$ cat config.mk
export PLATFORM = sky130hd
export DESIGN_NAME = survivor_ram
export DESIGN_NICKNAME = d
export VERILOG_FILES = /design/src/rtl/viterbi_pkg.sv /design/src/rtl/survivor_row.sv /design/src/rtl/survivor_ram.sv
export SDC_FILE = /design/constraint.sdc
export NUM_CORES = 1
export LEC_CHECK = 0
export ABC_AREA = 1
export ABC_CLOCK_PERIOD_IN_PS = 3330
export CORE_ASPECT_RATIO = 0.8
export CORE_MARGIN = 5
export CORE_UTILIZATION = 40
export CTS_CLUSTER_DIAMETER = 150
export CTS_CLUSTER_SIZE = 40
export DETAILED_ROUTE_END_ITERATION = 10
export HOLD_SLACK_MARGIN = 0.12
export PLACE_DENSITY_LB_ADDON = 0.3
export SYNTH_ARGS = -nofsm -noshare
export SYNTH_HDL_FRONTEND = slang
export SYNTH_SLANG_ARGS = --single-unit
$ cat constraint.sdc
create_clock -name clk -period 3.33 [get_ports clk]
set_clock_uncertainty 0.2 [all_clocks]
set_input_delay 0.4995 -clock clk [delete_from_list [all_inputs] [get_ports clk]]
set_output_delay 0.4995 -clock clk [all_outputs]
set_load 0.01 [all_outputs]
$ cat src/rtl/viterbi_pkg.sv
// ---------------------------------------------------------------------------
// viterbi_pkg
// Shared constants for the Viterbi decoder blocks. The survivor RAM picks up
// its default geometry from here so every instance agrees on row count,
// row width and address width unless explicitly overridden.
//   SURV_NROWS     : number of survivor rows (power of two)
//   SURV_NBITS     : bits per survivor row
//   SURV_ADDR_BITS : log2(SURV_NROWS)
// ---------------------------------------------------------------------------
`timescale 1ns/1ps
package viterbi_pkg;

    localparam int SURV_NROWS     = 64;
    localparam int SURV_NBITS     = 4;
    localparam int SURV_ADDR_BITS = 6;

endpackage

$ cat src/rtl/survivor_row.sv
// ---------------------------------------------------------------------------
// survivor_row
// One storage row of the survivor RAM: an NBITS register loaded when its
// write enable is high, cleared asynchronously by reset.
// Ports:
//   clk    : clock, rising edge
//   rst_n  : asynchronous active-low clear
//   i_we   : load enable for this row
//   i_d    : data to store
//   o_q    : current row contents
// ---------------------------------------------------------------------------
`timescale 1ns/1ps
module survivor_row #(
    parameter int NBITS = 4
) (
    input  logic             clk,
    input  logic             rst_n,
    input  logic             i_we,
    input  logic [NBITS-1:0] i_d,
    output logic [NBITS-1:0] o_q
);

    logic [NBITS-1:0] r_q;

    always_ff @(posedge clk or negedge rst_n) begin
        if (!rst_n) begin
            r_q <= '0;
        end else if (i_we) begin
            r_q <= i_d;
        end
    end

    assign o_q = r_q;

endmodule

$ cat src/rtl/survivor_ram.sv
// ---------------------------------------------------------------------------
// survivor_ram
// Circular survivor-path store. Writes append at wr_ptr and wrap, overwriting
// the oldest row. Reads are either absolute (rel=0, cr = row) or relative to
// the newest row (rel=1, cr = how many rows back). Read data is registered
// with one cycle of latency; reads of rows that hold no data return zero and
// raise o_err.
// Ports:
//   clk     : clock, rising edge
//   rst_n   : asynchronous active-low reset
//   cs      : chip select, gates we and re
//   we      : append i at wr_ptr
//   re      : read request
//   rel     : 0 = absolute address, 1 = offset back from newest row
//   cr      : address (rel=0) or offset (rel=1)
//   i       : write data
//   o       : registered read data (held when no read)
//   o_valid : o carries the result of a read issued on the previous edge
//   o_err   : last read addressed an unwritten row
//   full    : every row has been written since reset
//   wr_ptr  : next row to be written
// ---------------------------------------------------------------------------
`timescale 1ns/1ps
module survivor_ram
    import viterbi_pkg::*;
#(
    parameter int NROWS     = SURV_NROWS,
    parameter int NBITS     = SURV_NBITS,
    parameter int ADDR_BITS = SURV_ADDR_BITS
) (
    input  logic                 clk,
    input  logic                 rst_n,
    input  logic                 cs,
    input  logic                 we,
    input  logic                 re,
    input  logic                 rel,
    input  logic [ADDR_BITS-1:0] cr,
    input  logic [NBITS-1:0]     i,
    output logic [NBITS-1:0]     o,
    output logic                 o_valid,
    output logic                 o_err,
    output logic                 full,
    output logic [ADDR_BITS-1:0] wr_ptr
);

    localparam logic [ADDR_BITS:0]   FULL_CNT = (ADDR_BITS+1)'(NROWS);
    localparam logic [ADDR_BITS:0]   CNT_ONE  = (ADDR_BITS+1)'(1);
    localparam logic [ADDR_BITS-1:0] PTR_ONE  = ADDR_BITS'(1);

    logic [NBITS-1:0]     w_row_q [NROWS];
    logic [NROWS-1:0]     r_written;
    logic [ADDR_BITS:0]   r_count;
    logic [ADDR_BITS-1:0] r_wr_ptr;
    logic [NBITS-1:0]     r_o;
    logic                 r_valid;
    logic                 r_err;

    logic                 w_wr;
    logic                 w_rd;
    logic [ADDR_BITS-1:0] w_rd_addr;
    logic                 w_rd_miss;

    assign w_wr = cs & we;
    assign w_rd = cs & re;

    // Relative reads are taken from the pointer as it stands before any write
    // on this same edge; subtraction wraps naturally at ADDR_BITS.
    assign w_rd_addr = rel ? (r_wr_ptr - PTR_ONE - cr) : cr;

    // A relative offset is valid only if that many rows have been written;
    // an absolute address needs its row's written flag.
    assign w_rd_miss = rel ? ({1'b0, cr} >= r_count) : ~r_written[w_rd_addr];

    for (genvar g = 0; g < NROWS; g++) begin : g_row
        survivor_row #(
            .NBITS (NBITS)
        ) u_row (
            .clk   (clk),
            .rst_n (rst_n),
            .i_we  (w_wr && (r_wr_ptr == ADDR_BITS'(g))),
            .i_d   (i),
            .o_q   (w_row_q[g])
        );
    end

    // Write pointer, fill count (saturating) and per-row written flags.
    always_ff @(posedge clk or negedge rst_n) begin
        if (!rst_n) begin
            r_wr_ptr  <= '0;
            r_count   <= '0;
            r_written <= '0;
        end else if (w_wr) begin
            r_wr_ptr            <= r_wr_ptr + PTR_ONE;
            r_written[r_wr_ptr] <= 1'b1;
            if (r_count != FULL_CNT) begin
                r_count <= r_count + CNT_ONE;
            end
        end
    end

    // Read port. Rows are sampled before this edge's write lands, which gives
    // read-before-write on a same-address collision. o and o_err only move on
    // a read; o_valid tracks whether a read was issued.
    always_ff @(posedge clk or negedge rst_n) begin
        if (!rst_n) begin
            r_o     <= '0;
            r_valid <= 1'b0;
            r_err   <= 1'b0;
        end else begin
            r_valid <= w_rd;
            if (w_rd) begin
                r_o   <= w_rd_miss ? '0 : w_row_q[w_rd_addr];
                r_err <= w_rd_miss;
            end
        end
    end

    assign o       = r_o;
    assign o_valid = r_valid;
    assign o_err   = r_err;
    assign full    = (r_count == FULL_CNT);
    assign wr_ptr  = r_wr_ptr;

endmodule

* Yosys cells after proc, flatten, opt, wreduce, memory -nomap -nowiden
Index checks and enable logic that the tools add are counted.
Storage, ports and cells: register bits 339, bits of input ports 16, logic and storage cells 226
Operators by class: $add $sub $neg 4, magnitude comparators 5, eq/ne operators 65, multiplexer cells 10, bitwise gates (word level) 5, reductions and logical operators 67
Operators by type and width (number):
- equality test 6 bit (second input constant) | 32
- equality test 6 x 5 -> 1 bit (second input constant) | 16
- logical AND 1 bit | 65
- bitwise OR 64 bit | 1
- equality test 6 x 4 -> 1 bit (second input constant) | 8
- binary-select mux 4 bit (select 6 bit) | 1
- equality test 6 x 3 -> 1 bit (second input constant) | 4
- < comparator 6 x 7 -> 1 bit (second input constant) | 2
- equality test 6 x 2 -> 1 bit (second input constant) | 2
- 2-to-1 mux 4 bit | 3
- adder 7 x 1 -> 7 bit (second input constant) | 1
- equality test 7 bit (second input constant) | 1
- >= comparator 6 x 7 -> 1 bit | 1
- >= comparator 7 bit (second input constant) | 1
- inequality test 7 bit (second input constant) | 1
- inverter 6 -> 7 bit | 1
- adder 6 x 1 -> 6 bit (second input constant) | 1
- binary-select mux 1 bit (select 6 bit) | 1
- demux 1 bit (select 6 bit) | 1
- equality test 6 x 1 -> 1 bit (second input constant) | 1
- >= comparator 6 x 1 -> 1 bit (second input constant) | 1
- logical NOT 6 bit | 1
- 2-to-1 mux 6 bit | 1
- subtractor 6 x 1 -> 6 bit (second input constant) | 1
- other kinds (5) | 8

* Longest topological paths before layout
depth after elaboration 8, mapped depth 19, depth with buffers taken out 18

* Hierarchy
A second synthesis with hierarchy kept.
Second synthesis, totals: cell total of the unflattened synthesis 2373, area total of the unflattened synthesis 17162.7 um^2
Modules (own cells, without submodules):
- survivor_row | instances 64, cells an instance 17, area an instance 148.9 um^2, sequential area each 100.1 um^2
- survivor_ram | instances 1, cells an instance 1285, area an instance 7633.6 um^2, sequential area each 2077.0 um^2

* Worst setup path before layout
No wires, ideal clock.
path type input port to flip-flop, from input cr[0], to register r_o[2], in the netlist o[2], setup time 119 ps, data arrival time 2413 ps, slack 599 ps, stages on the path 16, cell sequence inv_1 > ha_1 > fa_1 > o21ai_2 > clkbuf_1 > nand3_1 > nand2_1 > nand2_1 > nand3_1 > nand3_1 > nand2_1 > nand2_1 > nand2_1 > nor2_1 > nand3_1 > nand2_1
On the way: cells in the longest elaborated chain, start to end 7
Ends and longest elaborated chain:
- from (decl) | line survivor_ram.sv:37 | input logic [ADDR_BITS-1:0] cr,
- subtractor 6 bit | line survivor_ram.sv:68 | assign w_rd_addr = rel ? (r_wr_ptr - PTR_ONE - cr) : cr;
- 2-to-1 mux 6 bit | line survivor_ram.sv:68
- binary-select mux 1 bit (select 6 bit) or inverter 6 -> 7 bit (tied branches) | line survivor_ram.sv:72, survivor_ram.sv:112
- 2-to-1 mux 1 bit (not written as such) or binary-select mux 4 bit (select 6 bit) (tied branches) | line survivor_ram.sv:72, survivor_ram.sv:112
- inverter 1 bit or 2-to-1 mux 4 bit (tied branches) | line survivor_ram.sv:72, survivor_ram.sv:112
- 2-to-1 mux 1 bit or 2-to-1 mux 4 bit (tied branches) | line survivor_ram.sv:72, survivor_ram.sv:112
- 2-to-1 mux 4 bit (*) | line survivor_ram.sv:112 | r_o <= w_rd_miss ? '0 : w_row_q[w_rd_addr];
- to (signal assigned) | line survivor_ram.sv:112
- to (decl) | line survivor_ram.sv:54 | logic [NBITS-1:0] r_o;
Every way passes the cells marked *; elsewhere a longest branch is shown, timed or not. The select of a mux whose other input is x is not followed. A chain may end at the register's enable or synchronous reset.

* Final worst setup path
Ends and elaborated chain as after synthesis.

==> metrics.md <==
| Metric | Value |
|---|---|
| Drt wl/cell | 18.0 um |
| Vias in the first global route | 13600 |
| Achievable Freq | 319 MHz |
| Nets | 2134 |
| Pre-CTS worst setup slack | -0.304 ns |
| Arr. time, crit path | between 3 and 4 ns |
| Crit end category | flop |
| Setup Buffers After CTS | 0 |
| Die Y-Extent | about 190 um |
| Die X-Extent | 235 um |
| Quantity of I/O buffers inserted on ports | 28 |
| Sequential area share after synthesis | about 52% |
| Final setup violation count | 0 |
| Req. time, crit path | 3.57 ns |
| DRT Wirelength | 47600 um |
| Worst-Margin Slew | about 0.89 ns |
| First-pass GRT wire length | 77100 um |
| Worst min path class | reg2reg |
| Seq cells post-synth | 339 |
| # IOs | 29 |
| Leakage Power | 8.35 nW |
| Starting density of the core | 40.2% |
| CTS tree | yes |
| # fillers | 4003 |
| Pwr Total | 0.0121 W |
| Pwr/cell area | 671 nW/um2 |
| Pre-antenna DRT Iters | 6 |
| Total gr overflow | 0 |
| Main synth FF type | dfrtp_1 |
| Largest net degree at the start of global routing | 100 |
| Clock latency on the worst-skew pair | 0.54 ns |
| Number of synthesized flops with an enable pin | 0 |
| Worst Setup Path Type | in2reg |
| Post-CTS Hold Fix Bufs | 1 |
| GRT Overall Usage | 20.9% |
| Crit Path Max Fanout | 28 |
| Die ar. | 44700 um2 |
| Cells resized by post-CTS repair | 0 |
| Area delta synth->final | 11.1% |
| Root Buffer Master | clkbuf_16 |
| Fin. Hold Viols | 0 |
| Min Clock Period, post-route | about 3.1 ns |
| Mapped Nets | 2119 |
| Synth Warn # | 0 |
| Inst Count DP | around 2600 |
| Cells on worst reg2reg path | 15 |
| Synth async-reset ratio | 100% |
| Initial DRC Count | ~1700 |
| Multi-input gate area | between 6000 and 7000 um2 |
| Post-route setup slack | 0.195 ns |
| Mapped Area | 16200 um2 |
| Antenna Cells | 0 |
| Final core utilization | 44.7% |
| Drt drc | 0 |
| Hold Crit Depth | 2 |
| Fin cells | 2644 |
| Number of standard cells after synthesis | between 2000 and 2500 |
| Cts bufs inserted | 12 |
| Gp weighted congestion | about 0.89 |
| Distinct cell type count after synthesis | 25 |
| Clock sinks | 339 |
| Max-slew headroom | slightly above 40% |
| Clock buffer depth | 3 |
| RSZ-0062 raised after global routing | no |
| Mean area per synthesized cell | 7.78 um2 |
| Vias | around 14000 |
| H-Tree Depth | 1 |
| Fin. max-slew vios | 0 |
| Antenna-violating nets left | 0 |
| Period utilization | 94.1% |
| Worst vdd ir | 0.000473 V |
| Cell area after layout | about 18000 um2 |
| Initial antenna violation count | 0 |
| CP Launch Type | input pin |
| DP HPWL | 32000 um |
| Outcome | completed |
| Placed inst area | 17700 um2 |
| MaxCap Viol Count | 0 |
| DR vias/cell | 5.42 |
| Register Area | 8480 um2 |
| Proportion of layout cells with a drive suffix above 1 | ~4.9% |
| Core area | 40400 um2 |
| Site row count | 66 |
| CTS clk-pin slew, worst paths | approximately 0.15 ns |
-- layout by cell type, fill, tap and decap left out, types with 13 or more instances in the layout --
cell type,Yosys,final
nand2_1,792,788
ha_1,17,17
buf_12,0,27
nand3_1,320,320
clkbuf_16,0,13
nor2_1,40,40
inv_1,105,105
buf_4,6,46
o21ai_0,312,312
dfrtp_1,339,339
clkdlybuf4s50_1,0,27
-- cell families after synthesis --
kind of cell,after synthesis,synth area share [%]
adders and majority gates,18,1.43
buffers and inverters,214,5.41
and+or+nand+nor,1160,29.4
DFF,339,52.3
xor gates and xnor gates,12,0.648
AOI/OAI and AO/OA,342,10.8
-- where the power goes --
group | leakage [nW] | total, W | switching, W | internal, W
registers | 4.33 | 0.00523 | 0.000441 | 0.00479
logic | 3.85 | 0.00485 | 0.00313 | 0.00172
clock network | 0.172 | 0.00202 | 0.00129 | 0.000729
total | 8.35 | 0.0121 | 0.00487 | 0.00724
-- routing by layer --
layer  vias to the layer above  track usage, %  share of wire [%]
met5                         -               0                  0
met4                         0            4.67                2.2
met3                        67            2.99                7.0
met2                       504            31.6                 43
met1                      6956            32.3                 48
li1                       6794               -                  -
-- stage by stage --
stage          setup TNS, ns  hold WS, ns
2_1_floorplan              0      0.00391
3_3_place_gp           -1.32        0.234
3_5_place_dp           -1.40        0.244
4_1_cts                    0        0.276
5_1_grt                    0        0.284
6_report                   0        0.276
-- synthesized netlist by cell type, types with 2 or more instances --
cell / instances / area (um2)
inv_2: 2 / 7.51
nand4_1: 3 / 18.8
o21ai_0: 312 / 1560
o21ai_2: 2 / 17.5
a21oi_1: 12 / 60.1
dfrtp_1: 339 / 8480
o21bai_1: 7 / 52.6
nor3_1: 3 / 15.0
xor2_1: 12 / 105
buf_2: 42 / 210
clkbuf_1: 52 / 195
ha_1: 17 / 213
inv_1: 105 / 394
buf_4: 6 / 45.0
clkinv_1: 6 / 22.5
nor2_1: 40 / 150
nand3_1: 320 / 1600
o31ai_1: 7 / 52.6
nand2_1: 792 / 2970
-- cell type report --
type	count	share of cell area, %
Sequential cell	339	47.0
Multi-Input combinational cell	1532	38.3
Timing Repair Buffer	102	6.55
Tap cell	544	3.77
Inverter	113	2.35
Clock buffer	13	1.80
Clock inverter	1	0.167
-- critical path, stage by stage --
cell	delay, ns
clkdlybuf4s50_1	0.49
inv_1	0.06
ha_1	0.24
fa_1	0.53
o21ai_4	0.25
buf_4	0.37
nand3_1	0.21
nand2_1	0.11
nand2_1	0.06
nand3_1	0.07
nand3_1	0.08
nand2_1	0.08
nand2_1	0.05
nand2_1	0.10
nor2_1	0.05
nand3_1	0.06
nand2_1	0.05
-- sequential cells by signal, summed over array words and instances (netlist names) --
signal	count
g_row.u_row.o_q	256
o	4
o_err	1
o_valid	1
r_count	7
r_written	64
wr_ptr	6
-- final timing paths --
path	startpoint	endpoint	slack (ns)
worst min-delay path	r_written[10]	r_written[10]	0.28
min in group asynchronous	rst_n	r_written[33]	0.37
worst min register to register	r_written[10]	r_written[10]	0.28
worst max-delay path	cr[0]	o[2]	0.20
worst max register to register	wr_ptr[0]	o[2]	0.29
max in group asynchronous	rst_n	g_row[32].u_row.o_q[1]	1.67
Note: power is estimated with default switching activity, not from simulation.
==> patch (same flow settings) <==
Make the reset (`rst_n`) synchronous in 3 clocked blocks. Comments in the files are not updated.
--- a/src/rtl/survivor_row.sv
+++ b/src/rtl/survivor_row.sv
@@ -24,3 +24,3 @@
 
-    always_ff @(posedge clk or negedge rst_n) begin
+    always_ff @(posedge clk) begin
         if (!rst_n) begin
--- a/src/rtl/survivor_ram.sv
+++ b/src/rtl/survivor_ram.sv
@@ -86,3 +86,3 @@
     // Write pointer, fill count (saturating) and per-row written flags.
-    always_ff @(posedge clk or negedge rst_n) begin
+    always_ff @(posedge clk) begin
         if (!rst_n) begin
@@ -103,3 +103,3 @@
     // a read; o_valid tracks whether a read was issued.
-    always_ff @(posedge clk or negedge rst_n) begin
+    always_ff @(posedge clk) begin
         if (!rst_n) begin
Check against the original RTL: differs if rst_n is asserted again (counterexample within 4 cycles, from zero or initial values and one cycle with rst_n low); with rst_n held inactive, the same outputs for 10 cycles.
==> patch against the unedited design <==
Routed wire length grew 5.4%; final area shrank 1.0%; sequential share of layout area shrank 9.0 points; synthesized area grew 0.25%; sequential cell count is the same; via count grew 13%; highest routed layer unchanged; worst setup slack gained 100 ps; critical path depth shrank 1.
Power is not compared: it rests on default switching activity, and its combinational part moved more than twofold at a synthesized area within 25%.
==> patch: results <==
group,metric,value,unit
min_path,min_from,"g_row[31].u_row.o_q[0]$_SDFFE_PN0P_",
grt,use_met1,31.6,%
grt,grtUsageMet3,2.59,%
setup_path,r2r-start,"wr_ptr[0]$_SDFFE_PN0P_",
placed_design,dpl-instance-area,17500,um^2
placed_design,gp_congestion,0.903,
setup_path,worstRegToRegCells,14,
synthesis,synth_fp_nets,2561,
synthesis,synthTopCellsByCount,"612 x nor2_1, 510 x nand2_1, 339 x dfxtp_1",
grt,grt_pass1_vias,15100,
timing,worst_pin_slew,947,ps
placed_design,place_hpwl,34100,um
layout,final_nets,2533,
synthesis,ys.flop_type,"dfxtp_1",
setup_path,crit_arrival,3230,ps
synthesis,seq_area_frac_synth,41.7,%
min_path,worstHoldEndpoint,"g_row[31].u_row.o_q[0]$_SDFFE_PN0P_",
drt,wl_met3,3670,um
grt,grt_max_degree,220,
drt,via_count,16200,
drt,wirelength_met1,23900,um
setup_path,ff2ff_setup_slack,440,ps
drt,route.met2.wl,21600,um
layout,fill_cells,4258,
drt,routed_wire_length_per_instance,16.5,um
status,status,"completed",
grt,grtUsageTotal,21.4,%
synthesis,yosysUniqueCellTypes,30,
==> patch: metrics by stage <==
| step | hold slack, ps | worst slack, ps | util, % | TNS (ps) | cells |
|---|---|---|---|---|---|
| after detailed placement | 240 | -250 | 43.2 | -1160 | 3028 |
| after CTS | 259 | 318 | 44.1 | 0 | 3043 |
| after global routing | 280 | 102 | 44.1 | 0 | 3043 |
| final | 259 | 298 | 44.1 | 0 | 3044 |
| after global placement | 235 | -243 | 43.2 | -1130 | 3028 |
| after floorplan | 224 | 573 | - | 0 | 2527 |
==> patch: final cells by class <==
| class | count | share of cell area (%) |
|---|---|---|
| inverter | 191 | 4.05 |
| tap | 544 | 3.81 |
| sequential | 339 | 38.0 |
| timing repair buffer | 100 | 6.54 |
| clock buffer | 13 | 1.82 |
| antenna | 1 | 0.0140 |
| clock inverter | 1 | 0.168 |
| multi-input combinational | 1855 | 45.6 |
==> patch: where the power goes <==
part	switching, W	internal (W)	leakage [nW]
logic	0.000781	0.000400	4.45
clock network	0.00130	0.000729	0.172
registers	0.0000122	0.00407	2.73
==> patch: critical path, stage by stage <==
cell	delay, ps
clkdlybuf4s50_1	470
inv_1	60
ha_1	240
fa_1	510
o21ai_4	200
buf_4	200
buf_4	220
nand3_1	130
nand2_1	100
nand2_1	50
nand3_1	120
nand3_1	90
a21oi_1	130
nor2_1	70
nand3_1	60
a21oi_1	70
==> patch: cells by family (layout without fill, tap and decap cells) <==
family	Yosys count	after routing	synth area share, %
AO/OA/AOI/OAI	368	368	11.4
XOR/XNOR	2	2	0.108
adder cells (fa/ha/maj)	18	18	1.43
buffers and inverters	333	305	8.57
flip-flops	339	339	41.7
other	0	1	0
AND/OR/NAND/NOR	1467	1467	36.7
